**src/rtl/cc_unit.sv**
```systemverilog
// Y86 condition-code register and jXX/cmovXX condition evaluator with registered result.
// Optional macro CC_BYPASS_EN: a coincident update/evaluate sees the incoming flags.
module cc_unit #(
  parameter int WIDTH = 64
) (
  input  logic             clk,
  input  logic             rst,
  input  logic [WIDTH-1:0] alu_out,
  input  logic             alu_overflow_check,
  input  logic             set_cc,
  input  logic             stall,
  input  logic             squash,
  input  logic             cond_req,
  input  logic [3:0]       ifun,
  output logic [2:0]       cc,
  output logic             cnd,
  output logic             cnd_valid,
  output logic             bad_ifun
);

  localparam logic [2:0] CC_RST = 3'b100;

  logic [2:0] cc_q, cc_d;
  logic       cnd_q, cnd_d;
  logic       cnd_valid_q, cnd_valid_d;
  logic       bad_ifun_q, bad_ifun_d;

  logic       upd, ev, ifun_bad;
  logic [2:0] new_flags, f;
  logic       f_zf, f_sf, f_of, lt, cond;

  assign upd      = set_cc & ~stall & ~squash;
  assign ev       = cond_req & ~stall & ~squash;
  assign ifun_bad = (ifun > 4'd6);

  // {ZF, SF, OF}; the zero test spans the full result width.
  assign new_flags = {(alu_out == '0), alu_out[WIDTH-1], alu_overflow_check};

`ifdef CC_BYPASS_EN
  assign f = upd ? new_flags : cc_q;
`else
  assign f = cc_q;
`endif

  assign f_zf = f[2];
  assign f_sf = f[1];
  assign f_of = f[0];
  assign lt   = f_sf ^ f_of;

  always_comb begin
    cond = 1'b0;
    case (ifun)
      4'd0:    cond = 1'b1;
      4'd1:    cond = lt | f_zf;
      4'd2:    cond = lt;
      4'd3:    cond = f_zf;
      4'd4:    cond = ~f_zf;
      4'd5:    cond = ~lt;
      4'd6:    cond = ~lt & ~f_zf;
      default: cond = 1'b0;
    endcase
  end

  // stall and squash are folded into upd/ev, so holding falls out naturally.
  always_comb begin
    cc_d        = cc_q;
    cnd_d       = cnd_q;
    cnd_valid_d = ev;
    bad_ifun_d  = bad_ifun_q;
    if (upd) cc_d = new_flags;
    if (ev) begin
      cnd_d = ifun_bad ? 1'b0 : cond;
      if (ifun_bad) bad_ifun_d = 1'b1;
    end
  end

  always_ff @(posedge clk or posedge rst) begin
    if (rst) begin
      cc_q        <= CC_RST;
      cnd_q       <= 1'b0;
      cnd_valid_q <= 1'b0;
      bad_ifun_q  <= 1'b0;
    end else begin
      cc_q        <= cc_d;
      cnd_q       <= cnd_d;
      cnd_valid_q <= cnd_valid_d;
      bad_ifun_q  <= bad_ifun_d;
    end
  end

  assign cc        = cc_q;
  assign cnd       = cnd_q;
  assign cnd_valid = cnd_valid_q;
  assign bad_ifun  = bad_ifun_q;

endmodule

```
**config.mk**
```make
export PLATFORM = sky130hd
export DESIGN_NAME = cc_unit
export DESIGN_NICKNAME = d
export VERILOG_FILES = /design/src/rtl/cc_unit.sv
export SDC_FILE = /design/constraint.sdc
export NUM_CORES = 1
export LEC_CHECK = 0
export ABC_CLOCK_PERIOD_IN_PS = 2850
export CORE_MARGIN = 1
export CORE_UTILIZATION = 21
export DETAILED_ROUTE_END_ITERATION = 10
export HOLD_SLACK_MARGIN = 0.03
export PLACE_DENSITY = 0.95
export SYNTH_ARGS = -nofsm -noshare
export SYNTH_HDL_FRONTEND = slang
export SYNTH_SLANG_ARGS = --single-unit
```
**constraint.sdc**
```tcl
create_clock -name clk -period 2.85 [get_ports clk]
set_clock_uncertainty 0.2 [all_clocks]
set_input_delay 0.855 -clock clk [delete_from_list [all_inputs] [get_ports clk]]
set_output_delay 0.855 -clock clk [all_outputs]
set_load 0.01 [all_outputs]
```
==> results, run 1 <==
- The total number of vias is 762.
- The clock latency at the later pin of the worst-skew pair is 0.24 ns.
- For the pin with the worst max-slew slack, the measured transition is 0.2890 ns.
- The final count of pins violating max slew is 0.
- Once detailed placement completed, the half-perimeter wirelength came to 1874 µm.
- The DRC violation count after routing is 0.
- The mean instance size in the synthesized netlist is 8.833 µm².
- The critical path start-end classification is input port to flop.
- In this run the worst path has a maximum fanout of 1.
- The share of the Yosys chip area taken by registers is 34.28%.
- In this run the number of H-tree levels came out at 1.
- The aggregate global-route resource usage is 19.95%.
- The power after layout is 353.2 µW.
- The synthesis-to-layout area growth is 194.9%.
- The clock transition at the register clock pins on the worst setup and hold paths after CTS is 0.04 ns.
- The area of the placeable core is 1962 µm².
- The register bit count reported by yosys is 6.
- Once detail routing completed, the nets flagged for antenna violations numbered 0.
- The headroom to the max-slew limit is 80.55%.
- The worst-case setup slack after placement is 0.2037 ns.
- The filler-free cell count of the finished design is 161.
- The layout net count is 210.
- Summing the areas of all compound-gate instances in the mapped netlist gives 11.61% of the synthesized area.
- The TritonCTS clock tree is built.
- Dividing the final minimum period by the clock period gives 84.42%.
- For this run the aggregate overflow at the end of global routing stands at 0.
- Wire segments on met2 add up to 1234 µm in the final route.
- The first detailed-routing pass ran for 4 iterations.
- The via density per instance is 4.733.
- The met3 wirelength from detailed routing is 151 µm.
- The buffer levels on the longest clock path is 2.
- The number of placed I/O pins is 81.
- The total clock sinks is 6.
- In this run, distinct cell masters in the synthesized netlist total 23.
- The type of element launching the critical path is an input port.
- The number of design-rule violations left by the first detailed-router iteration is 15.
- The number of input and output port buffers inserted is 80.
- The detailed-route wire length on metal 1 is 666 µm.
- Routability-driven placement finished with a final weighted congestion of 0.7110.
- The number of global-route vias before repair was 798.
- Counting every net in the synthesized netlist gives 125.
- The ratio of cells with drive above 1 in the final layout is 5.970%.
- The run finished with clean final reports.
- In this run, post-CTS hold repair placed 0 buffers.
- The highest metal layer with signal wires is met4.
- Clock tree synthesis inserted a total of 3 buffers.
- The time the final worst path needs with I/O delays and setup is 2.406 ns.
- Counting every instance in the synthesized netlist gives 50.
- The worst path meets setup with 0.4441 ns of slack.
- Measured along the x axis, the die boundary spans 47.86 µm.
- The number of cell rows is 16.
- The initial utilization of the core area, before any placement, comes to 22.51%.
- Summing the areas of all fa, ha and maj instances in the mapped netlist gives 0% of the synthesized area.
- The worst hold path class is flop to flop.
- After clock tree synthesis, the repair step resized 0 gates.
- The peak clock frequency supported by timing is 415.6 MHz.
- The share of synthesized cell area in and, or, nand and nor gates is 42.21%.
- The tool flagged a number of max-cap violations equal to 0.
- The antenna diode count is 0.
- For this run, the number of Yosys warnings is 0.
- The summed negative setup slack over all endpoints is 0 ns.
- The overall routed net length is 2072 µm.
- Setup violations remaining at the end of the flow were counted as 0.
- The die is 47.86 µm tall.
- IR analysis of the VDD net gives a maximum drop of 137.8 µV.
- The count of endpoints failing hold in the final timing report is 0.
- For this design the ratio of total power to cell area is 271.2 nW/µm².
- Once the clock tree was built, the setup fixing pass inserted 0 buffers.
- The maximum number of pins on one net before global-route repair is 7.
- The die covers 2291 µm².
- Setup repair after global routing left no endpoint under its margin.
- The number of antenna violations at the first check in global routing was 0.
- The main combinational cell family by area after synthesis is simple AND/OR/NAND/NOR gates.
- The final design utilization is 66.39%.
- In this run the clock root is driven by a sky130_fd_sc_hd__clkbuf_4.
- For the worst setup path, the data required time is 2.82 ns.
- The portion of synthesized area spent on multiplexers is 7.365%.
- In this run the cell area of the synthesized design comes to 441.7 µm².
- The number of cells after detailed placement is 157.
- The wire length of the first global-routing pass is 3153 µm.
- Of the total synthesized cell area, the portion taken by XOR and XNOR cells is 1.983%.
- The reported leakage power is 0.0004653 µW.
- The signal arrival time at the worst endpoint is 2.37 ns.
- The minimum setup slack among reg-to-reg paths is 1.36 ns.
- The detailed-route wire length per cell is 12.87 µm.
- The sort of element at the end of the critical path is a flop.
critical path, cell delays in order:
cell                              delay (ns)
sky130_fd_sc_hd__clkdlybuf4s50_1        0.40
sky130_fd_sc_hd__nor4_1                 0.28
sky130_fd_sc_hd__nand4_1                0.16
sky130_fd_sc_hd__or4_1                  0.57
sky130_fd_sc_hd__o22ai_2                0.11
area by class of cell:
type	instances	area [µm²]
flip-flops and latches	6	151.4
well taps	27	33.78
repair buffers	80	800.8
clock buffers	4	26.28
multi-input cells	41	279.0
inverters	3	11.26
fillers	176	659.4
cells by family (layout without fill, tap and decap cells):
kind of cell / count (synthesis) / in the layout
compound gates: 6 / 6
mux: 3 / 3
xor+xnor: 1 / 1
simple gates: 31 / 31
flops: 6 / 6
buf+inv: 3 / 87
metrics by stage:
stage / hold slack (ns) / instance area [µm²]
after floorplan: 0.3129 / 441.7
after global placement: 0.2626 / 1276
after detailed placement: 0.2701 / 1276
after CTS: 0.2837 / 1303
after global routing: 0.3085 / 1303
final: 0.2768 / 1303
state kept, by name (all words and copies together), names as in the netlist:
signal,flops
cnd_valid,1
cc,3
bad_ifun,1
cnd,1
cell usage after synthesis (all sizes together):
| master | instances | area, µm² |
|---|---|---|
| nand2b | 1 | 6.260 |
| inv | 3 | 11.26 |
| and2 | 1 | 6.260 |
| nor2b | 2 | 12.51 |
| a31oi | 1 | 6.260 |
| nor2 | 1 | 3.750 |
| nor3 | 1 | 5.000 |
| nand3 | 1 | 5.000 |
| or4 | 1 | 7.510 |
| nand4 | 3 | 18.77 |
| o21bai | 1 | 7.510 |
| o31ai | 1 | 7.510 |
| a221oi | 1 | 8.760 |
| mux2i | 1 | 10.01 |
| mux2 | 2 | 22.52 |
| o22ai | 1 | 12.51 |
| xnor2 | 1 | 8.760 |
| nand2 | 4 | 15.01 |
| dfrtp | 5 | 125.1 |
| nor4 | 16 | 106.4 |
| o2bb2ai | 1 | 8.760 |
| dfstp | 1 | 26.28 |
routing by layer:
| layer | up-vias | GRT usage (%) |
|---|---|---|
| met5 | - | 0 |
| met4 | 0 | 7.222 |
| met3 | 2 | 4.906 |
| met2 | 45 | 40.54 |
| met1 | 341 | 18.74 |
| li1 | 374 | - |
path summary, 6_finish.rpt:
kind	from	end	depth (start not counted)
worst max-delay path	alu_out[22]	cc[2]$_DFFE_PP1P_	5
worst min-delay path	bad_ifun$_DFFE_PP0P_	bad_ifun$_DFFE_PP0P_	1
worst max register to register	cc[0]$_DFFE_PP0P_	cnd$_DFFE_PP0P_	4
worst min register to register	bad_ifun$_DFFE_PP0P_	bad_ifun$_DFFE_PP0P_	1
max in group asynchronous	rst	cc[2]$_DFFE_PP1P_	2
min in group asynchronous	rst	cc[1]$_DFFE_PP0P_	2
cell usage in the layout, fill, tap and decap left out, drive strengths merged:
cell type       n
dfrtp           5
nand2           4
nor2            1
dfstp           1
xnor2           1
mux2            2
nor3            1
o2bb2ai         1
nand3           1
nor4           16
a31oi           1
o31ai           1
and2            1
clkdlybuf4s50  80
o21bai          1
nand2b          1
a221oi          1
or4             1
clkbuf          4
nand4           3
mux2i           1
nor2b           2
o22ai           1
inv             3
power by group:
| group | switching [µW] | internal [µW] | leakage, µW | total [µW] |
|---|---|---|---|---|
| Combinational | 40.3 | 123 | 0.000381 | 163 |
| Sequential | 7.46 | 94.7 | 0.0000694 | 102 |
| Clock | 34.6 | 53.3 | 0.0000150 | 87.9 |
Note: power is estimated with default switching activity, not from simulation.
==> run 2: changes to the inputs <==
ABC_CLOCK_PERIOD_IN_PS = 2000   (was 2850)
CORE_UTILIZATION = 18   (was 21)
PLACE_DENSITY = 0.88   (was 0.95)
clock period = 2 ns   (was 2.85 ns; I/O delays follow)
==> results, run 2 (synthesized netlist as in run 1, its figures left out) <==
- The run finished with clean final reports.
- The register share of total power is 29.5%.
- The later pin in the worst-skew pair is clocked with a latency of 0.24 ns.
- At the worst endpoint, the required time is 1.97 ns.
- The total number of vias is 806.
- The number of cell rows is 17.
- The maximum number of pins on one net before global-route repair is 7.
- Fill cells in the final layout number 218.
- In this run the worst path has a maximum fanout of 1.
- Net switching is 24.95% of the power.
- The number of placed I/O pins is 81.
- Measured against its own limit, the worst slew margin works out to 80.68%.
- The switching power summed over all nets is 122.3 µW.
- For this design, the sink count on the clock tree is 6.
- The total area of sequential cells is 151.4 µm².
- The routability-driven placement congestion ratio is 0.7040.
- The most common library cell in the layout ignoring fill and taps is sky130_fd_sc_hd__clkdlybuf4s50_1.
- After routing, the total negative slack on setup checks comes to 0 ns.
- The first TritonRoute pass finished after 3 iterations.
- Global routing consumed, over all layers together, 17.86% of the routing resources.
- The sort of element at the end of the critical path is a flop.
- The internal power contribution is 367.8 µW.
- In this run the deepest clock path goes through 2 buffers.
- The combinational share of power is 46.1%.
- Setup violations remaining at the end of the flow were counted as 0.
- The floorplan step defined a core boundary enclosing 2255 µm².
- Clock-pin slew was measured on the worst setup and hold paths at 0.05 ns.
- The first global-routing pass estimated 3443 µm of wire.
- The final worst hold slack is 0.2791 ns.
- The final count of pins violating max slew is 0.
- The tree is rooted in a sky130_fd_sc_hd__clkbuf_4.
- Setup repair after global routing could not meet its margin everywhere.
- For this design the static power due to leakage is 0.0005779 µW.
- The overall routed net length is 2230 µm.
- For the pin with the worst max-slew slack, the measured transition is 0.2878 ns.
- The time the final worst path needs with I/O delays and setup is 1.973 ns.
- The die extent in x is 51.54 µm.
- For this design the ratio of total power to cell area is 357.7 nW/µm².
- In this run, the number of DRC markers left after iteration 0 of detailed routing was 7.
- STA puts the critical path data arrival time at 1.94 ns.
- In this run, the clock network consumes 24.4% of the power.
- The multi-input combinational cells in the finished layout cover a total of 332.8 µm².
- The ratio of cells with drive above 1 in the final layout is 17.02%.
- In this run, CTS created clock tree buffers numbering 3.
- In the final design database the tool counted 217 nets.
- The number of violations of the max-capacitance limit is 0.
- The number of antenna-violating nets in the routed design is 0.
- The area growth from synthesis to layout is 210.2%.
- The repair_antennas step left the layout with diodes totalling 0.
- The number of input and output port buffers inserted is 80.
- The detailed-route wire length per cell is 13.20 µm.
- The H-tree depth reported by CTS is 1.
- The setup fix buffers added after clock tree synthesis is 0.
- The count of endpoints failing hold in the final timing report is 0.
- The HPWL after detailed placement is 1963 µm.
- The overflow left after global routing is 0.
- The die footprint is 2656 µm².
- After detailed routing, the number of vias per cell comes to 4.769.
- The peak clock frequency supported by timing is 506.8 MHz.
- Power comes to 490.1 µW.
- The number of global-route vias before repair is 836.
- The number of antenna violations at the first check in global routing was 0.
- The worst setup path is of the input port to flop kind.
- The instance area after placement is 1330 µm².
- The cell area after layout is 1370 µm².
- The register with the most flip-flops in the layout has 3 of them.
- Across the VDD grid, the largest voltage drop is 277.3 µV.
- The floorplan step set the die height to 51.54 µm.
- The initial utilization of the core area, before any placement, comes to 19.59%.
- STA classifies the critical path startpoint as an input port.
- The DRC violation count after routing is 0.
- The final critical path takes up 98.66% of the cycle.
- TritonCTS built the clock tree.
- Leaving out fill and tap cells, the most frequent cells in the layout are 42 x sky130_fd_sc_hd__clkdlybuf4s50_1, 36 x sky130_fd_sc_hd__dlygate4sd2_1, 9 x sky130_fd_sc_hd__nor4_2.
- The worst hold path class is flop to flop.
- The minimum setup slack among reg-to-reg paths is 0.46 ns.
==> run 2: cell count changes in the layout (fill, tap and decap cells not counted), moves of 2 or more <==
| cell | before | now |
|---|---|---|
| sky130_fd_sc_hd__buf_4 | 0 | 7 |
| sky130_fd_sc_hd__clkdlybuf4s50_1 | 80 | 42 |
| sky130_fd_sc_hd__dlygate4sd2_1 | 0 | 36 |
| sky130_fd_sc_hd__dlymetal6s2s_1 | 0 | 2 |
| sky130_fd_sc_hd__nor4_1 | 15 | 7 |
| sky130_fd_sc_hd__nor4_2 | 1 | 9 |
==> run 2: through the flow <==
stage | instances | worst slack (ns) | utilization [%]
after global routing | 169 | -0.03840 | 60.77
final | 169 | 0.02680 | 60.77
after floorplan | 50 | 0.1590 | -
after detailed placement | 165 | -0.3592 | 58.99
after global placement | 165 | -0.3238 | 58.99
after CTS | 169 | 0.001013 | 59.16
==> run 2: cell type report <==
class | instances | share of cell area [%]
inverters | 3 | 0.8219
well taps | 28 | 2.557
repair buffers | 87 | 59.36
multi-input cells | 41 | 24.29
flip-flops and latches | 6 | 11.05
clock buffers | 4 | 1.918
==> run 2: worst paths after layout <==
check	from	end	cells past startpoint
max	alu_out[25]	cc[2]$_DFFE_PP1P_	5
min	bad_ifun$_DFFE_PP0P_	bad_ifun$_DFFE_PP0P_	1
max reg2reg	cc[2]$_DFFE_PP1P_	cnd$_DFFE_PP0P_	5
min reg2reg	bad_ifun$_DFFE_PP0P_	bad_ifun$_DFFE_PP0P_	1
max in group asynchronous	rst	cc[2]$_DFFE_PP1P_	2
min in group asynchronous	rst	cnd_valid$_DFF_PP0_	2
==> run 2: critical path: stages <==
cell and delay [ns]:
sky130_fd_sc_hd__clkdlybuf4s50_1 0.40, sky130_fd_sc_hd__nor4_1 0.28, sky130_fd_sc_hd__nand4_1 0.14, sky130_fd_sc_hd__or4_4 0.43, sky130_fd_sc_hd__o22ai_2 0.10
==> run 2: repair_timing <==
action / 4_1_cts / 5_1_grt
hold buffers: 0 / 0
pin swaps: 19 / 4
resized for setup: 40 / 7
setup endpoints to repair: 2 / 3
==> run 2: metal layers <==
layer / track usage, % / routed length (µm) / vias up
met5: 0 / 0 / -
met4: 8.559 / 95 / 0
met3: 3.801 / 172 / 10
met2: 35.93 / 1297 / 52
met1: 16.58 / 665 / 358
li1: - / - / 386
==> run 2: power groups by stage <==
stage | combinational [µW] | clock, µW | sequential, µW
after global routing | 242 | 137 | 147
after detailed placement | 245 | 0 | 147
final | 226 | 119 | 145
after floorplan | 44.9 | 0 | 152
after CTS | 224 | 125 | 145
after global placement | 238 | 0 | 146
